### src/rtl/axil_pkg.sv
// Shared constants and helpers for the AXI4-Lite register file: response codes,
// a constant log2 and the byte-strobe to bit-mask expansion.
package axil_pkg;

    localparam logic [1:0] RESP_OKAY   = 2'b00;
    localparam logic [1:0] RESP_SLVERR = 2'b10;

    // Widest supported bus; narrower buses use the low slice of the helpers below.
    localparam int MAX_DATA_WIDTH = 64;
    localparam int MAX_STRB_WIDTH = MAX_DATA_WIDTH / 8;

    function automatic int clog2(input int value);
        int result;
        result = 0;
        for (int i = 0; i < 31; i++) begin
            if ((1 << i) < value) begin
                result = i + 1;
            end
        end
        return result;
    endfunction

    function automatic logic [MAX_DATA_WIDTH-1:0] strb_to_mask(input logic [MAX_STRB_WIDTH-1:0] strb);
        logic [MAX_DATA_WIDTH-1:0] mask;
        mask = '0;
        for (int i = 0; i < MAX_STRB_WIDTH; i++) begin
            mask[i*8 +: 8] = {8{strb[i]}};
        end
        return mask;
    endfunction

endpackage

### src/rtl/s_axil_regfile_if.sv
// AXI4-Lite bus bundle between an interconnect master and the register file slave.
interface s_axil_regfile_if #(
    parameter int ADDR_WIDTH = 8,
    parameter int DATA_WIDTH = 32
);
    logic [ADDR_WIDTH-1:0]   AWADDR;
    logic                    AWVALID;
    logic                    AWREADY;
    logic [DATA_WIDTH-1:0]   WDATA;
    logic [DATA_WIDTH/8-1:0] WSTRB;
    logic                    WVALID;
    logic                    WREADY;
    logic [1:0]              BRESP;
    logic                    BVALID;
    logic                    BREADY;
    logic [ADDR_WIDTH-1:0]   ARADDR;
    logic                    ARVALID;
    logic                    ARREADY;
    logic [DATA_WIDTH-1:0]   RDATA;
    logic [1:0]              RRESP;
    logic                    RVALID;
    logic                    RREADY;

    modport master (
        output AWADDR, AWVALID, WDATA, WSTRB, WVALID, BREADY, ARADDR, ARVALID, RREADY,
        input  AWREADY, WREADY, BRESP, BVALID, ARREADY, RDATA, RRESP, RVALID
    );

    modport slave (
        input  AWADDR, AWVALID, WDATA, WSTRB, WVALID, BREADY, ARADDR, ARVALID, RREADY,
        output AWREADY, WREADY, BRESP, BVALID, ARREADY, RDATA, RRESP, RVALID
    );
endinterface

### src/rtl/axil_strb_merge.sv
// Next value of one register for a bus write: a bit takes the new data only when
// its byte strobe is set and the register allows bus writes to that bit.
module axil_strb_merge
    import axil_pkg::*;
#(
    parameter int                    DATA_WIDTH = 32,
    parameter logic [DATA_WIDTH-1:0] WR_MASK    = '1
)(
    input  logic [DATA_WIDTH-1:0]   old_val,
    input  logic [DATA_WIDTH-1:0]   wdata,
    input  logic [DATA_WIDTH/8-1:0] wstrb,
    output logic [DATA_WIDTH-1:0]   new_val
);
    logic [DATA_WIDTH-1:0] wr_en_bits;

    assign wr_en_bits = DATA_WIDTH'(strb_to_mask(MAX_STRB_WIDTH'(wstrb))) & WR_MASK;
    assign new_val    = (old_val & ~wr_en_bits) | (wdata & wr_en_bits);
endmodule

### src/rtl/s_axil_regfile.sv
// Parametrised AXI4-Lite slave register file with per-bit write masks, hardware
// status overlay on reads, SLVERR for unmapped addresses and per-register write pulses.
module s_axil_regfile
    import axil_pkg::*;
#(
    parameter int                              ADDR_WIDTH = 8,
    parameter int                              DATA_WIDTH = 32,
    parameter int                              NUM_REGS   = 16,
    parameter logic [NUM_REGS*DATA_WIDTH-1:0]  RESET_VAL  = '0,
    parameter logic [NUM_REGS*DATA_WIDTH-1:0]  WR_MASK    = '1,
    parameter logic [NUM_REGS*DATA_WIDTH-1:0]  RO_MASK    = '0
)(
    input  logic                               ACLK,
    input  logic                               ARESETN,
    s_axil_regfile_if.slave                    axil,
    output logic [NUM_REGS*DATA_WIDTH-1:0]     reg_out,
    input  logic [NUM_REGS*DATA_WIDTH-1:0]     hw_status,
    output logic [NUM_REGS-1:0]                wr_pulse
);
    localparam int STRB_WIDTH = DATA_WIDTH / 8;
    localparam int ADDR_LSB   = clog2(STRB_WIDTH);
    localparam int IDX_WIDTH  = ADDR_WIDTH - ADDR_LSB;
    localparam int IDX_EXT    = IDX_WIDTH + 1;
    localparam logic [IDX_WIDTH:0] NUM_REGS_W = IDX_EXT'(NUM_REGS);

    logic                  aw_held_reg;
    logic [IDX_WIDTH-1:0]  aw_idx_reg;
    logic                  w_held_reg;
    logic [DATA_WIDTH-1:0] wdata_reg;
    logic [STRB_WIDTH-1:0] wstrb_reg;
    logic                  bvalid_reg;
    logic [1:0]            bresp_reg;
    logic                  rvalid_reg;
    logic [DATA_WIDTH-1:0] rdata_reg;
    logic [1:0]            rresp_reg;
    logic [NUM_REGS-1:0]   wr_pulse_reg;
    logic [DATA_WIDTH-1:0] regs_reg [NUM_REGS];

    logic [DATA_WIDTH-1:0] merged  [NUM_REGS];
    logic [DATA_WIDTH-1:0] rd_view [NUM_REGS];
    logic [NUM_REGS-1:0]   wr_sel_next;
    logic [DATA_WIDTH-1:0] rdata_next;
    logic [IDX_WIDTH-1:0]  ar_idx;
    logic                  aw_fire;
    logic                  w_fire;
    logic                  ar_fire;
    logic                  commit;
    logic                  wr_mapped;
    logic                  rd_mapped;

    // Ready flags derive only from internal state, never from the master's VALIDs.
    assign axil.AWREADY = !aw_held_reg && !bvalid_reg;
    assign axil.WREADY  = !w_held_reg && !bvalid_reg;
    assign axil.ARREADY = !rvalid_reg;
    assign axil.BVALID  = bvalid_reg;
    assign axil.BRESP   = bresp_reg;
    assign axil.RVALID  = rvalid_reg;
    assign axil.RDATA   = rdata_reg;
    assign axil.RRESP   = rresp_reg;
    assign wr_pulse     = wr_pulse_reg;

    assign aw_fire   = axil.AWVALID && !aw_held_reg && !bvalid_reg;
    assign w_fire    = axil.WVALID && !w_held_reg && !bvalid_reg;
    assign ar_fire   = axil.ARVALID && !rvalid_reg;
    assign commit    = aw_held_reg && w_held_reg;
    assign ar_idx    = axil.ARADDR[ADDR_WIDTH-1:ADDR_LSB];
    assign wr_mapped = ({1'b0, aw_idx_reg} < NUM_REGS_W);
    assign rd_mapped = ({1'b0, ar_idx} < NUM_REGS_W);

    for (genvar gi = 0; gi < NUM_REGS; gi++) begin : g_reg
        axil_strb_merge #(
            .DATA_WIDTH (DATA_WIDTH),
            .WR_MASK    (WR_MASK[gi*DATA_WIDTH +: DATA_WIDTH])
        ) u_merge (
            .old_val (regs_reg[gi]),
            .wdata   (wdata_reg),
            .wstrb   (wstrb_reg),
            .new_val (merged[gi])
        );

        // Status-sourced bits replace the stored bits only on the read path.
        assign rd_view[gi] = (regs_reg[gi] & ~RO_MASK[gi*DATA_WIDTH +: DATA_WIDTH])
                           | (hw_status[gi*DATA_WIDTH +: DATA_WIDTH] & RO_MASK[gi*DATA_WIDTH +: DATA_WIDTH]);
        assign reg_out[gi*DATA_WIDTH +: DATA_WIDTH] = regs_reg[gi];
        assign wr_sel_next[gi] = commit && wr_mapped && (aw_idx_reg == IDX_WIDTH'(gi));
    end

    always_comb begin
        rdata_next = '0;
        if (rd_mapped) begin
            for (int i = 0; i < NUM_REGS; i++) begin
                if (ar_idx == IDX_WIDTH'(i)) begin
                    rdata_next = rd_view[i];
                end
            end
        end
    end

    always_ff @(posedge ACLK or negedge ARESETN) begin
        if (!ARESETN) begin
            for (int i = 0; i < NUM_REGS; i++) begin
                regs_reg[i] <= RESET_VAL[i*DATA_WIDTH +: DATA_WIDTH];
            end
        end else begin
            for (int i = 0; i < NUM_REGS; i++) begin
                if (wr_sel_next[i]) begin
                    regs_reg[i] <= merged[i];
                end
            end
        end
    end

    // AW and W are captured independently; the write commits once both are held.
    always_ff @(posedge ACLK or negedge ARESETN) begin
        if (!ARESETN) begin
            aw_held_reg  <= 1'b0;
            aw_idx_reg   <= '0;
            w_held_reg   <= 1'b0;
            wdata_reg    <= '0;
            wstrb_reg    <= '0;
            bvalid_reg   <= 1'b0;
            bresp_reg    <= RESP_OKAY;
            wr_pulse_reg <= '0;
        end else begin
            wr_pulse_reg <= wr_sel_next;
            if (aw_fire) begin
                aw_held_reg <= 1'b1;
                aw_idx_reg  <= axil.AWADDR[ADDR_WIDTH-1:ADDR_LSB];
            end
            if (w_fire) begin
                w_held_reg <= 1'b1;
                wdata_reg  <= axil.WDATA;
                wstrb_reg  <= axil.WSTRB;
            end
            if (commit) begin
                aw_held_reg <= 1'b0;
                w_held_reg  <= 1'b0;
                bvalid_reg  <= 1'b1;
                bresp_reg   <= wr_mapped ? RESP_OKAY : RESP_SLVERR;
            end else if (bvalid_reg && axil.BREADY) begin
                bvalid_reg <= 1'b0;
            end
        end
    end

    always_ff @(posedge ACLK or negedge ARESETN) begin
        if (!ARESETN) begin
            rvalid_reg <= 1'b0;
            rdata_reg  <= '0;
            rresp_reg  <= RESP_OKAY;
        end else begin
            if (ar_fire) begin
                rvalid_reg <= 1'b1;
                rdata_reg  <= rdata_next;
                rresp_reg  <= rd_mapped ? RESP_OKAY : RESP_SLVERR;
            end else if (rvalid_reg && axil.RREADY) begin
                rvalid_reg <= 1'b0;
            end
        end
    end
endmodule

### src/flat_wrapper.sv
// flat-port wrapper written by rule: the top's interface ports become plain ports
module s_axil_regfile_flat import axil_pkg::*;
#(
    parameter int                              ADDR_WIDTH = 8,
    parameter int                              DATA_WIDTH = 32,
    parameter int                              NUM_REGS   = 16,
    parameter logic [NUM_REGS*DATA_WIDTH-1:0]  RESET_VAL  = '0,
    parameter logic [NUM_REGS*DATA_WIDTH-1:0]  WR_MASK    = '1,
    parameter logic [NUM_REGS*DATA_WIDTH-1:0]  RO_MASK    = '0
)
  (ACLK, ARESETN, reg_out, hw_status, wr_pulse, axil_AWADDR, axil_AWVALID, axil_WDATA, axil_WSTRB, axil_WVALID, axil_BREADY, axil_ARADDR, axil_ARVALID, axil_RREADY, axil_AWREADY, axil_WREADY, axil_BRESP, axil_BVALID, axil_ARREADY, axil_RDATA, axil_RRESP, axil_RVALID);
  s_axil_regfile_if #(.ADDR_WIDTH(ADDR_WIDTH), .DATA_WIDTH(DATA_WIDTH)) axil_i ();
  input  logic ACLK;
  input  logic ARESETN;
  output logic [NUM_REGS*DATA_WIDTH-1:0] reg_out;
  input  logic [NUM_REGS*DATA_WIDTH-1:0] hw_status;
  output logic [NUM_REGS-1:0] wr_pulse;
  input wire logic [$bits(axil_i.AWADDR)-1:0] axil_AWADDR;
  input wire logic [$bits(axil_i.AWVALID)-1:0] axil_AWVALID;
  input wire logic [$bits(axil_i.WDATA)-1:0] axil_WDATA;
  input wire logic [$bits(axil_i.WSTRB)-1:0] axil_WSTRB;
  input wire logic [$bits(axil_i.WVALID)-1:0] axil_WVALID;
  input wire logic [$bits(axil_i.BREADY)-1:0] axil_BREADY;
  input wire logic [$bits(axil_i.ARADDR)-1:0] axil_ARADDR;
  input wire logic [$bits(axil_i.ARVALID)-1:0] axil_ARVALID;
  input wire logic [$bits(axil_i.RREADY)-1:0] axil_RREADY;
  output wire logic [$bits(axil_i.AWREADY)-1:0] axil_AWREADY;
  output wire logic [$bits(axil_i.WREADY)-1:0] axil_WREADY;
  output wire logic [$bits(axil_i.BRESP)-1:0] axil_BRESP;
  output wire logic [$bits(axil_i.BVALID)-1:0] axil_BVALID;
  output wire logic [$bits(axil_i.ARREADY)-1:0] axil_ARREADY;
  output wire logic [$bits(axil_i.RDATA)-1:0] axil_RDATA;
  output wire logic [$bits(axil_i.RRESP)-1:0] axil_RRESP;
  output wire logic [$bits(axil_i.RVALID)-1:0] axil_RVALID;
  assign axil_i.AWADDR = axil_AWADDR;
  assign axil_i.AWVALID = axil_AWVALID;
  assign axil_i.WDATA = axil_WDATA;
  assign axil_i.WSTRB = axil_WSTRB;
  assign axil_i.WVALID = axil_WVALID;
  assign axil_i.BREADY = axil_BREADY;
  assign axil_i.ARADDR = axil_ARADDR;
  assign axil_i.ARVALID = axil_ARVALID;
  assign axil_i.RREADY = axil_RREADY;
  assign axil_AWREADY = axil_i.AWREADY;
  assign axil_WREADY = axil_i.WREADY;
  assign axil_BRESP = axil_i.BRESP;
  assign axil_BVALID = axil_i.BVALID;
  assign axil_ARREADY = axil_i.ARREADY;
  assign axil_RDATA = axil_i.RDATA;
  assign axil_RRESP = axil_i.RRESP;
  assign axil_RVALID = axil_i.RVALID;
  s_axil_regfile #(.ADDR_WIDTH(ADDR_WIDTH), .DATA_WIDTH(DATA_WIDTH), .NUM_REGS(NUM_REGS), .RESET_VAL(RESET_VAL), .WR_MASK(WR_MASK), .RO_MASK(RO_MASK)) u_core (.ACLK(ACLK), .ARESETN(ARESETN), .axil(axil_i), .reg_out(reg_out), .hw_status(hw_status), .wr_pulse(wr_pulse));
endmodule
### config.mk
export PLATFORM = sky130hd
export DESIGN_NAME = s_axil_regfile_flat
export DESIGN_NICKNAME = d
export VERILOG_FILES = /design/src/rtl/axil_pkg.sv /design/src/rtl/s_axil_regfile_if.sv /design/src/rtl/axil_strb_merge.sv /design/src/rtl/s_axil_regfile.sv /design/src/flat_wrapper.sv
export SDC_FILE = /design/constraint.sdc
export NUM_CORES = 1
export LEC_CHECK = 0
export BUFFER_PORTS_ARGS = -buffer_cell sky130_fd_sc_hd__buf_4
export CORE_AREA = 4 4 443 445
export DETAILED_ROUTE_END_ITERATION = 16
export DIE_AREA = 0 0 447 449
export GPL_ROUTABILITY_DRIVEN = 0
export PLACE_DENSITY = 0.31
export SYNTH_ARGS = -nofsm -noshare
export SYNTH_HDL_FRONTEND = slang
export SYNTH_SLANG_ARGS = --single-unit
### constraint.sdc
create_clock -name ACLK -period 2.2 [get_ports ACLK]
set_input_delay 0.44 -clock ACLK [delete_from_list [all_inputs] [get_ports ACLK]]
set_output_delay 0.44 -clock ACLK [all_outputs]
set_load 0.02 [all_outputs]
==> run_results.csv <==
group,metric,value,unit
power,p_leak,20.4,nW
die,io_pins,1140,
synthesis,async_flop_share,100,%
synthesis,netlist_top_cells_count,"608 x dfrtp_1, 569 x mux2_2, 137 x nand2_1",
timing,clock_skew,0.0381,ns
timing,setup_ws,-0.00207,ns
layout,fin_nets,3549,
route,drc_errors,0,
synthesis,synth_top_area_share,57.3,%
setup_path,start_kind,"flip-flop",
timing,rsz0062_at_grt,"true",
die,fp-row-count,161,
placement,preCtsSetupSlack,-0.765,ns
placement,portBuffers,621,
layout,drive_gt1_share,59.1,%
setup_path,regToRegSetupSlack,-0.002,ns
clock_tree,clk_pin_slew_worst_paths,0.06,ns
synthesis,synth_area_leaders,"dfrtp_1 57%, mux2_2 24%, mux4_2 2.3%, nand2_1 1.9%, a22oi_1 1.8%",
die,die_area,201000,sq um
synthesis,syn_area,26600,sq um
clock_tree,clk-insertion-delay-late,0.70,ns
status,status,"finished, violations left",
global_routing,grt_max_degree,62,
layout,area_delta_synth_final,57.5,%
route,vias_per_cell,4.02,
min_path,holdCritPathClass,"input pin to async pin",
die,dieHeight,449,um
global_routing,antenna_found_initial,25,
route,drt-total-wl,188000,um
setup_path,r2r-start,"u_core.aw_idx_reg[4]",
synthesis,yosysUniqueCellTypes,64,
global_routing,grt_pass1_vias,23200,
synthesis,yosysTopAreaCell,"dfrtp_1",
setup_path,critPathMostFrequentCell,"buf_6",
route,drt_pass1_iterations,5,
synthesis,synthCells,1979,
timing,slew-limit-headroom,24.9,%
placement,dp_hpwl,152000,um
setup_path,endpoint_kind,"flip-flop",
timing,maxSlewViolCount,0,
route,drtIter0Drc,1430,
layout,utilization,21.8,%
die,core_area,192000,sq um
setup_path,startpoint,"u_core.aw_idx_reg[4]",
timing,final.min_clock_period,2.20,ns
synthesis,yosysWarnings,0,
timing,hold_viol_final,0,
synthesis,synth_flop_cell,"dfrtp_1",
synthesis,ys_seq_area_share,57.3,%
status,violations,"setup timing",
route,final_antenna_net_count,0,
global_routing,grt.overflow.total,0,
setup_path,crit_path_top_delay_cell,"and4bb_4",
die,start_util,13.8,%
synthesis,avgSynthCellArea,13.4,sq um
route,vias,22400,
clock_tree,numClockSinks,608,
clock_tree,root_buffer,"clkbuf_16",
setup_path,crit_path_max_incr_delay,0.38,ns
power,peakVddDrop,924,uV
clock_tree,cts_buffers,82,
setup_path,reg2reg_depth,9,
setup_path,path_cells,"and4bb_4 -> buf_6 -> nand3_1 -> buf_6 -> nor2_4 -> buf_4 -> nand2_1 -> buf_12 -> mux2_2",
synthesis,synth_edf_count,0,
timing,setup_viol,2,
clock_tree,cts_tree,"done",
synthesis,synth.most_common_cell,"dfrtp_1",
clock_tree,htree_levels,3,
job,cap_violations,0,
synthesis,ys_seq_elements,608,
setup_path,path_max_fanout,8,
power,power_density,1190,nW/um^2
power,total_power,49.8,mW
global_routing,grt_pass1_wl,244000,um
timing,worstMarginPinSlew,1.13,ns
timing,max_freq,0.454,GHz
setup_path,arrival,2.78,ns
global_routing,grt_usage,18.3,%
timing,post-route-period-util,100,%
clock_tree,clock_path_buffers,3,
setup_path,worstSetupPathType,"flip-flop to flip-flop",
die,die_w,447,um
route,routedWlPerCell,33.7,um
setup_path,cp_data_required_time,2.78,ns
worst max-delay path by stage:
stage               depth (start not counted)                     to
floorplan                                   8  u_core.axil.RDATA[28]
global placement                           10   u_core.axil.RDATA[0]
detailed placement                         10   u_core.axil.RDATA[0]
CTS                                         9              flip-flop
global route                                9              flip-flop
finish                                      9              flip-flop
area by class of cell:
| class | instances | area, sq um |
|---|---|---|
| diodes | 7 | 17.5 |
| clock buffers | 120 | 2400 |
| clock inverters | 28 | 359 |
| fillers | 20900 | 150000 |
| inverters | 8 | 30.0 |
| multi-input cells | 1237 | 11200 |
| flip-flops and latches | 608 | 15200 |
| well taps | 2526 | 3160 |
| repair buffers | 1041 | 9500 |
power breakdown:
part | internal, mW | total [mW] | switching (mW)
clock | 8.28 | 14.1 | 5.83
sequential | 14.2 | 19.3 | 5.12
combinational | 6.92 | 16.4 | 9.46
total | 29.4 | 49.8 | 20.4
per-layer routing:
layer,vias to the layer above,global-route usage [%],routed length (um)
li1,9454,-,-
met2,786,27.6,81700
met3,180,6.41,15800
met5,-,0,27
met1,12000,24.6,84700
met4,4,5.05,5930
cells in the final DEF, fill, tap and decap left out, types with 23 or more instances in the layout:
cell           synthesis  layout
mux2_2               569     567
buf_12                 0     116
a22oi_1               65      65
buf_6                  2      23
buf_4                  9     853
mux4_2                27      27
a21oi_1               54      53
o21ai_0               55      54
dfrtp_1              608     608
o22ai_1               45      45
nor3_1                27      24
dlygate4sd3_1          0      45
nor2_1                66      48
nand2_1              137     107
clkbuf_16              0      83
cells by family (layout without fill, tap and decap cells):
kind of cell | after synthesis | in the layout | share of synthesized area (%)
AOI/OAI and AO/OA | 328 | 328 | 8.48
muxes | 607 | 607 | 26.8
other | 1 | 9 | 0.0141
and+or+nand+nor | 300 | 300 | 5.23
DFF | 608 | 608 | 57.3
buffers and inverters | 135 | 1197 | 2.21
worst max-delay path: cells and delay by family (launching register included):
family,cells,cell delay (ns)
flip-flops,1,0.37
AND/OR/NAND/NOR,4,0.73
multiplexers,1,0.26
buffers and inverters,4,0.69
per-stage QoR:
stage,hold WS [ns],instance area (sq um),TNS (ns),instances
after floorplan,0.144,26600,-0.0545,1980
after global placement,0.416,38200,-46.67,5370
after detailed placement,0.413,38200,-51.26,5370
after CTS,0.256,41600,-1.14,5567
after global routing,0.275,41800,-16.20,5569
final,0.285,41900,-0.00299,5575
repair_timing:
item / 4_1_cts / 5_1_grt
endpoints found under the hold margin: 63 / 0
gates resized for setup: 68 / 47
setup buffers: 5 / 2
hold buffers: 45 / 0
pin swaps: 4 / 5
setup endpoints to repair: 487 / 510
Note: power is estimated with default switching activity, not from simulation.
